## config.mk

```make
export PLATFORM = sky130hd
export DESIGN_NAME = board_debug_ctrl
export DESIGN_NICKNAME = d
export VERILOG_FILES = /design/src/rtl/dbg_pkg.sv /design/src/rtl/hex_to_seg7.sv /design/src/rtl/board_debug_ctrl.sv
export SDC_FILE = /design/constraint.sdc
export NUM_CORES = 1
export LEC_CHECK = 0
export ABC_AREA = 1
export CAP_MARGIN = 0
export CORE_ASPECT_RATIO = 1.2
export CORE_MARGIN = 8
export CORE_UTILIZATION = 35
export CTS_CLUSTER_SIZE = 28
export DETAILED_ROUTE_END_ITERATION = 8
export SETUP_SLACK_MARGIN = 0.05
export SYNTH_ARGS = -nofsm -noshare
export SYNTH_HDL_FRONTEND = slang
export SYNTH_HIERARCHICAL = 1
export SYNTH_SLANG_ARGS = --single-unit
```

## constraint.sdc

```tcl
create_clock -name clk -period 2.05 [get_ports clk]
set_input_delay 0.3075 -clock clk [delete_from_list [all_inputs] [get_ports clk]]
set_output_delay 0.3075 -clock clk [all_outputs]
set_load 0.02 [all_outputs]
```

## src/rtl/dbg_pkg.sv

```systemverilog
// Shared encodings for the board debug controller: key modes, FSM states
// and the active-low seven-segment glyph table.
package dbg_pkg;

    localparam logic [1:0] MODE_STEP  = 2'b00;
    localparam logic [1:0] MODE_RUN   = 2'b01;
    localparam logic [1:0] MODE_BURST = 2'b10;

    typedef logic [1:0] state_t;
    localparam state_t S_STEP  = 2'd0;
    localparam state_t S_RUN   = 2'd1;
    localparam state_t S_BURST = 2'd2;

    localparam logic [7:0] SEG_BLANK = 8'hFF;

    // Index = nibble value; bits[6:0] = g..a, bit 7 (dp) kept off.
    localparam logic [15:0][7:0] SEG_TABLE = {
        8'h8E, 8'h86, 8'hA1, 8'hC6, 8'h83, 8'h88, 8'h90, 8'h80,
        8'hF8, 8'h82, 8'h92, 8'h99, 8'hB0, 8'hA4, 8'hF9, 8'hC0
    };

endpackage

```

## src/rtl/hex_to_seg7.sv

```systemverilog
// One seven-segment digit: nibble to active-low segments, with optional
// decimal point and a blank override.
module hex_to_seg7
    import dbg_pkg::*;
(
    input  logic [3:0] nib_i,
    input  logic       dp_i,
    input  logic       blank_i,
    output logic [7:0] seg_o
);

    always_comb begin
        if (blank_i) seg_o = SEG_BLANK;
        else         seg_o = {~dp_i, SEG_TABLE[nib_i][6:0]};
    end

endmodule

```

## src/rtl/board_debug_ctrl.sv

```systemverilog
// Board debug controller: debounced step / free-run / burst clock-enable for
// the core, a step counter, and a paged probe display on HEX0..5 and LEDR.
module board_debug_ctrl
    import dbg_pkg::*;
#(
    parameter int NUM_CH          = 4,
    parameter int DEBOUNCE_CYCLES = 500000,
    parameter int RUN_DIV         = 5000000,
    parameter int BURST_LEN       = 16
) (
    input  logic                  clk,
    input  logic                  reset,
    input  logic                  step_key,
    input  logic [1:0]            mode,
    input  logic [3:0]            ch_sel,
    input  logic                  page,
    input  logic [NUM_CH*32-1:0]  ch_data,
    output logic                  cpu_clk_en,
    output logic [31:0]           step_count,
    output logic [47:0]           hex,
    output logic [9:0]            ledr
);

    localparam int DEB_W = $clog2(DEBOUNCE_CYCLES + 1);
    localparam int DIV_W = $clog2(RUN_DIV + 1);
    localparam int BST_W = $clog2(BURST_LEN + 1);

    localparam logic [DEB_W-1:0] DEB_LAST = DEB_W'(DEBOUNCE_CYCLES - 1);
    localparam logic [DIV_W-1:0] DIV_LAST = DIV_W'(RUN_DIV - 1);
    localparam logic [BST_W-1:0] BST_LOAD = BST_W'(BURST_LEN);

    logic             key_s1_q, key_s2_q;
    logic             deb_q, deb_d;
    logic [DEB_W-1:0] deb_cnt_q, deb_cnt_d;
    state_t           state_q, state_d;
    logic [DIV_W-1:0] div_q, div_d;
    logic [BST_W-1:0] burst_q, burst_d;
    logic             en_q, en_d;
    logic [31:0]      cnt_q, cnt_d;
    logic [47:0]      hex_q, hex_d;
    logic [9:0]       ledr_q, ledr_d;
    logic             deb_mis, deb_done, press;
    logic [31:0]      sel_val;

    // Key is idle-high, so the synchroniser and accepted level reset to 1.
    always_comb begin
        deb_mis   = key_s2_q != deb_q;
        deb_done  = deb_mis && (deb_cnt_q == DEB_LAST);
        deb_cnt_d = (deb_mis && !deb_done) ? deb_cnt_q + DEB_W'(1) : '0;
        deb_d     = deb_done ? key_s2_q : deb_q;
        press     = deb_done && deb_q;
    end

    always_comb begin
        case (mode)
            MODE_RUN:   state_d = S_RUN;
            MODE_BURST: state_d = S_BURST;
            default:    state_d = S_STEP;
        endcase
    end

    always_comb begin
        div_d   = div_q;
        burst_d = burst_q;
        en_d    = 1'b0;
        if (state_q != state_d) begin
            // Mode switch: drop any partial divide or burst in flight.
            div_d   = '0;
            burst_d = '0;
        end else begin
            case (state_q)
                S_RUN: begin
                    if (div_q == DIV_LAST) begin
                        en_d  = 1'b1;
                        div_d = '0;
                    end else begin
                        div_d = div_q + DIV_W'(1);
                    end
                end
                S_BURST: begin
                    if (burst_q == '0) begin
                        if (press) begin
                            burst_d = BST_LOAD;
                            div_d   = '0;
                        end
                    end else if (div_q == DIV_LAST) begin
                        en_d    = 1'b1;
                        div_d   = '0;
                        burst_d = burst_q - BST_W'(1);
                    end else begin
                        div_d = div_q + DIV_W'(1);
                    end
                end
                default: begin
                    div_d = '0;
                    en_d  = press;
                end
            endcase
        end
        cnt_d = cnt_q + 32'(en_q);
    end

    always_comb begin
        sel_val = '0;
        for (int k = 0; k < NUM_CH; k++)
            if (ch_sel == 4'(k)) sel_val = ch_data[32*k +: 32];
        ledr_d = sel_val[9:0];
    end

    for (genvar k = 0; k < 6; k++) begin : g_dig
        localparam int HI_LSB = (k < 2) ? 24 + 4*k : 24;
        logic [3:0] nib;
        logic       dp, blank;

        always_comb begin
            nib   = sel_val[4*k +: 4];
            dp    = 1'b0;
            blank = 1'b0;
            if (page) begin
                if (k < 2)       nib   = sel_val[HI_LSB +: 4];
                else if (k == 5) nib   = ch_sel;
                else             blank = 1'b1;
                dp = (k == 0);
            end
        end

        hex_to_seg7 u_seg (
            .nib_i   (nib),
            .dp_i    (dp),
            .blank_i (blank),
            .seg_o   (hex_d[8*k +: 8])
        );
    end

    always_ff @(posedge clk or negedge reset) begin
        if (!reset) begin
            key_s1_q  <= 1'b1;
            key_s2_q  <= 1'b1;
            deb_q     <= 1'b1;
            deb_cnt_q <= '0;
            state_q   <= S_STEP;
            div_q     <= '0;
            burst_q   <= '0;
            en_q      <= 1'b0;
            cnt_q     <= '0;
            hex_q     <= {6{SEG_BLANK}};
            ledr_q    <= '0;
        end else begin
            key_s1_q  <= step_key;
            key_s2_q  <= key_s1_q;
            deb_q     <= deb_d;
            deb_cnt_q <= deb_cnt_d;
            state_q   <= state_d;
            div_q     <= div_d;
            burst_q   <= burst_d;
            en_q      <= en_d;
            cnt_q     <= cnt_d;
            hex_q     <= hex_d;
            ledr_q    <= ledr_d;
        end
    end

    assign cpu_clk_en = en_q;
    assign step_count = cnt_q;
    assign hex        = hex_q;
    assign ledr       = ledr_q;

endmodule
```

; ---- Word level (Yosys, flattened, before mapping)
; Memory sizes are Yosys's and may differ from the RTL's. A register that Yosys moved wholly into a read port is not among the register bits.
; Index checks and enable logic that the tools add are counted.
; W data, S select, Z words.
[word_totals]
register_bits = 141
mem_bits_ro = 768
input_bits = 138
out_inout_bits = 91
wordCells = 86
n_memories = 6
[mem_list]
columns = memory, depth, word_bits, rd, rd_clocked_by_memory_dff, write_ports, line_no
row1 = (name not given), 16, 8, 1, 1, 0, hex_to_seg7.sv:14  ; else seg_o = {~dp_i, SEG_TABLE[nib_i][6:0]};
row2 = (name not given), 16, 8, 1, 0, 0, hex_to_seg7.sv:14
row3 = (name not given), 16, 8, 1, 0, 0, hex_to_seg7.sv:14
row4 = (name not given), 16, 8, 1, 0, 0, hex_to_seg7.sv:14
row5 = (name not given), 16, 8, 1, 1, 0, hex_to_seg7.sv:14
row6 = (name not given), 16, 8, 1, 1, 0, hex_to_seg7.sv:14
[classes]
n_addsub = 4
order_cmp = 6
eq_ne = 13
mux = 33
bitwise = 1
n_reduce_logical = 12
[ops]
columns = cell, n
row1 = $mux W32, 4
row2 = $mux W23, 4
row3 = $mux W7, 9
row4 = $pmux W23 S2, 1
row5 = $add A32 B1 Y32, 1
row6 = $lt A4 B5 Y1 const B, 6
row7 = $mux W5, 5
row8 = $add A23 B1 Y23 const B, 1
row9 = $eq A23 B23 Y1 const B, 1
row10 = $add A19 B1 Y19 const B, 1
row11 = $eq A19 B19 Y1 const B, 1
row12 = $mux W19, 1
row13 = $mux W4, 3
row14 = $eq A4 B2 Y1 const B, 2
row15 = $logic_not A5 Y1, 1
row16 = $sub A5 B1 Y5 const B, 1
row17 = $eq A2 B1 Y1 const B, 2
row18 = $eq A2 B2 Y1 const B, 2
row19 = $eq A4 B1 Y1 const B, 1
row20 = $logic_not A1 Y1, 4
row21 = $logic_not A4 Y1, 1
row22 = $mux W1, 4
row23 = $ne A4 B4 Y1 const B, 1
row24 = $pmux W2 S2, 1
row25 = 9 further kinds, 11

; ---- Logic depth before layout (Yosys ltp)
[logic_depth]
word_depth = 8
ltp_mapped = 16
mapped_depth_nobuf = 15

; ---- Cells and area by module
; The synthesis kept the hierarchy.
[by_module_without_submodules]
columns = module, n_inst, cells_per_inst, area_per_inst_um2, seq_area_each_um2
row1 = board_debug_ctrl, 1, 924, 7693.6, 3642.2
row2 = hex_to_seg7 (g_dig[3].u_seg ...), 3, 54, 300.3, 0.0
row3 = hex_to_seg7 (g_dig[1].u_seg ...), 2, 52, 296.5, 0.0
row4 = hex_to_seg7 (g_dig[0].u_seg), 1, 52, 297.8, 0.0

; ---- Worst setup path after synthesis
; No wires, ideal clock.
[synth_timing]
path_type = input to register
startpoint = in ch_sel[3]
endpoint = reg hex_q[43], in the netlist hex[43]
setup_time_ps = 82
arrival_ps = 2075
required_ps = 1968
slack_ps = -107
cell_stages = 14
n_path_buf = 2
path_cell_list = nor2_1 -> nand2_2 -> nor2_1 -> buf_2 -> buf_2 -> a21oi_1 -> a31oi_1 -> inv_1 -> ha_1 -> inv_1 -> nand2_1 -> nand2_1 -> nand2_1 -> nand3_1
[synth_between]
elab_chain_cells = 6
elab_cells_between_ends = 9
classes_between = eq/ne: 3 / mux: 5 / reduce/logical: 1
[synth_lines]
columns = element, line_no
row1 = "start, declared", board_debug_ctrl.sv:15  ; input logic [3:0] ch_sel,
row2 = $logic_not A4 Y1, board_debug_ctrl.sv:106  ; if (ch_sel == 4'(k)) sel_val = ch_data[32*k +: 32];
row3 = $mux W32 (3 in series), board_debug_ctrl.sv:106
row4 = $mux W32 *, board_debug_ctrl.sv:106
row5 = $mux W4 *, board_debug_ctrl.sv:119  ; if (page) begin
row6 = named net g_dig[5].nib[1], board_debug_ctrl.sv:112  ; logic [3:0] nib;
row7 = "end, declared", board_debug_ctrl.sv:40  ; logic [47:0] hex_q, hex_d;
; Mark *: on every way through the listed nets, which the timed path passes. The rest lies on a longest branch.
; A chain may end at the register's enable or synchronous reset.

; ---- Worst setup path in the final report
[layout_timing]
startpoint = reg hex_q[40], in the netlist hex[40]
endpoint = out hex[40]
[layout_lines]
columns = element, line_no
row1 = "end, declared", board_debug_ctrl.sv:20  ; output logic [47:0] hex,
; No word-level cell between the ends.

==> results.py <==
metrics = {
    "setup_path": {
        "ff2ff_path_depth": 9,
        "crit_arrival_ns": 1.64,
        "cp_top_family": "buffers and inverters",
        "r2r_end": "step_count[30]$_DFF_PN0_",
        "critical_path.cell_chain": "clkdlybuf4s50_1",
        "crit_path_end_kind": "output port",
        "cp_max_fo": 1,
        "r2r_slack_ns": 0.20,
        "max_stage_delay_ns": 0.70,
        "slowest_stage": "clkdlybuf4s50_1",
        "path_buf_inv": 1,
        "start_kind": "flip-flop",
        "worstReg2RegStart": "cpu_clk_en$_DFF_PN0_",
        "worstPathRequired_ns": 1.74,
        "crit_type": "flip-flop to output port",
    },
    "clock_network": {
        "cts-root-buf": "clkbuf_16",
        "tritoncts": "done",
        "cts_sinks": 143,
        "cts_buffers": 17,
        "htree_levels": 4,
        "clk_pin_slew_ns": 0.06,
        "clockBufferDepth": 2,
        "worstSkewPairLatency_ns": 0.43,
    },
    "sta": {
        "grt_setup_unrepaired": "no",
        "period_needed_ns": 1.94,
        "timing.final.ws_setup_ns": 0.106,
        "drv_slew": 0,
        "setup_viol": 0,
        "holdWs_ns": 0.285,
        "fin_skew_ns": 0.0122,
        "hold_viol": 0,
        "post-route-period-util_pct": 94.8,
        "max_freq_mhz": 514,
    },
    "floorplanning": {
        "die_y_um": 196,
        "initial_core_util_pct": 35.2,
        "num_rows": 66,
        "dieArea_um2": 32600,
        "chipWidth_um": 166,
        "ios": 229,
        "core_area_um2": 26900,
    },
    "yosys": {
        "yosysWarnings": 6,
        "ys_seq_elements": 143,
        "synth-edff-count": 0,
        "avgSynthCellArea_um2": 7.64,
        "netlist_area_um2": 9490,
        "synth_flop_cell": "dfrtp_1",
        "ys_types": 49,
        "synthArstFlopShare_pct": 100,
        "syn_inst": 1242,
        "synth-seq-area-share_pct": 38.4,
    },
    "power_and_ir_drop": {
        "power_density_nw_per_um2": 591,
        "peakVddDrop_uv": 423,
        "leakage_nw": 6.37,
    },
    "global_routing": {
        "gr-usage-all-layers_pct": 18.6,
        "grt_max_degree": 43,
        "grt_pass1_wl_um": 49700,
        "globalRouteOverflowTotal": 0,
        "grt_pass1_vias": 9946,
        "antenna_found_initial": 0,
    },
    "final_layout": {
        "num-nets-final": 1769,
        "fillers": 2588,
        "final_common_cell": "nand2_1",
        "multi_input_area_um2": 5160,
        "area_growth_pct": 46.1,
        "layout_common_cells": "nand2_1, clkdlybuf4s50_1, nand3_1",
        "drive_above_1_share_pct": 19.4,
        "antenna_cells": 0,
        "seq_area_um2": 3640,
    },
    "place": {
        "port_buffers": 228,
        "hpwl_um": 24000,
        "pre_cts_slack_ns": -0.514,
        "gp_congestion": 0.914,
    },
    "route": {
        "wl_per_cell_um": 15.6,
        "drtPass1Iterations": 5,
        "ant_nets": 0,
        "vias": 9421,
        "drt_iter0_markers": 407,
        "wirelength_um": 30200,
        "route.detailed.drc": 0,
        "post_drt_via_cell_ratio": 4.87,
    },
    "outcome": {
        "status": "finished, final reports clean",
    },
    "worst_hold_path": {
        "hold_path_class": "input pin to flip-flop",
        "whs_endpoint": "key_s1_q$_DFF_PN1_",
        "min_from": "step_key",
        "hold_depth": 1,
    },
    "run": {
        "drv_cap": 0,
    },
}
==> through the flow <==
stage               TNS (ns)  total power [mW]  utilization (%)  std cells  cell area [um2]
floorplan             -0.124              4.19                -       1249             9560
finish                     0              8.19             51.5       1934            13900
detailed placement    -18.21              5.13             47.9       1883            12900
global route               0              8.62             51.5       1934            13900
global placement      -17.13              5.10             47.9       1883            12900
CTS                        0              8.25             50.5       1922            13600
==> cells in the mapped netlist, types with 3 or more instances <==
cell type | n | area [um2]
nand2_1 | 345 | 1290
nor2_2 | 6 | 37.5
clkbuf_1 | 5 | 18.8
a21oi_1 | 5 | 25.0
buf_4 | 9 | 67.6
o21ai_2 | 4 | 35.0
inv_2 | 15 | 56.3
xnor2_1 | 17 | 149
a31oi_1 | 9 | 56.3
o21ai_0 | 10 | 50.1
nand4_1 | 28 | 175
dfstp_2 | 51 | 1340
o211ai_1 | 3 | 22.5
nor2_4 | 7 | 78.8
nor2_1 | 97 | 364
xor2_1 | 30 | 263
nand2_4 | 3 | 33.8
buf_6 | 10 | 113
o21ai_1 | 17 | 85.1
buf_2 | 10 | 50.1
ha_1 | 50 | 626
o2111ai_1 | 24 | 210
nor3_1 | 29 | 145
or2_0 | 3 | 18.8
o22ai_1 | 4 | 25.0
nand3_2 | 13 | 130
nand2_2 | 8 | 50.1
nand3_1 | 170 | 851
inv_1 | 144 | 541
nand3_4 | 3 | 52.6
dfrtp_1 | 92 | 2300
==> logic make-up after synthesis <==
logic type,Yosys count,synth area share (%)
fa+ha+maj,50,6.60
buf+inv,197,9.33
other cells,1,0.0395
flops,143,38.4
xor+xnor,47,4.34
simple gates,722,35.2
mux,1,0.106
compound gates,81,5.99
==> power breakdown <==
group	internal, mW	switching (mW)	total (mW)	leakage [nW]
clock network	1.82	1.24	3.06	0.288
registers	3.03	0.0886	3.12	1.81
logic	0.939	1.06	2.00	4.27
total	5.80	2.39	8.19	6.37
==> flip-flops by register name, indices dropped and copies added, names as in the netlist, 2 cells and up <==
name	count
hex	48
step_count	32
div_q	23
deb_cnt_q	19
ledr	10
burst_q	5
state_q	2
==> worst max-delay path by stage <==
stage	slack (ns)	start	to	depth (start not counted)
floorplan	-0.04	ch_sel[3]	hex[19]$_DFF_PN1_	10
global placement	-0.50	ch_sel[2]	hex[3]$_DFF_PN1_	14
detailed placement	-0.51	ch_sel[2]	hex[3]$_DFF_PN1_	14
CTS	0.04	ch_sel[1]	hex[3]$_DFF_PN1_	14
global route	0.05	div_q[0]$_DFFE_PN0P_	burst_q[4]$_DFFE_PN0P_	8
finish	0.11	hex[40]$_DFF_PN1_	hex[40]	1
==> timing repair <==
action | 4_1_cts | 5_1_grt
setup buffers | 5 | 9
setup endpoints to repair | 33 | 43
gates resized for setup | 16 | 29
cloned | 1 | 3
pin swaps | 1 | 7
hold endpoints to repair | 36 | 0
hold buffers | 1 | 0
==> layer usage <==
metal  up-vias  global-route usage [%]  wire length [um]
li1       4699                       -                 -
met3        40                    6.18              2220
met1      4388                    20.3             11900
met2       294                    33.7             15400
met5         -                       0                 0
met4         0                    5.85               646
==> area by class of cell <==
class                      instances  area share [%]
multi-input combinational        909            37.2
clock buffer                      22            3.50
sequential                       143            26.3
clock inverter                    10           0.740
tap                              340            3.07
timing repair buffer             349            24.8
inverter                         161            4.43
No activity file was read; power rests on OpenSTA's default activity.
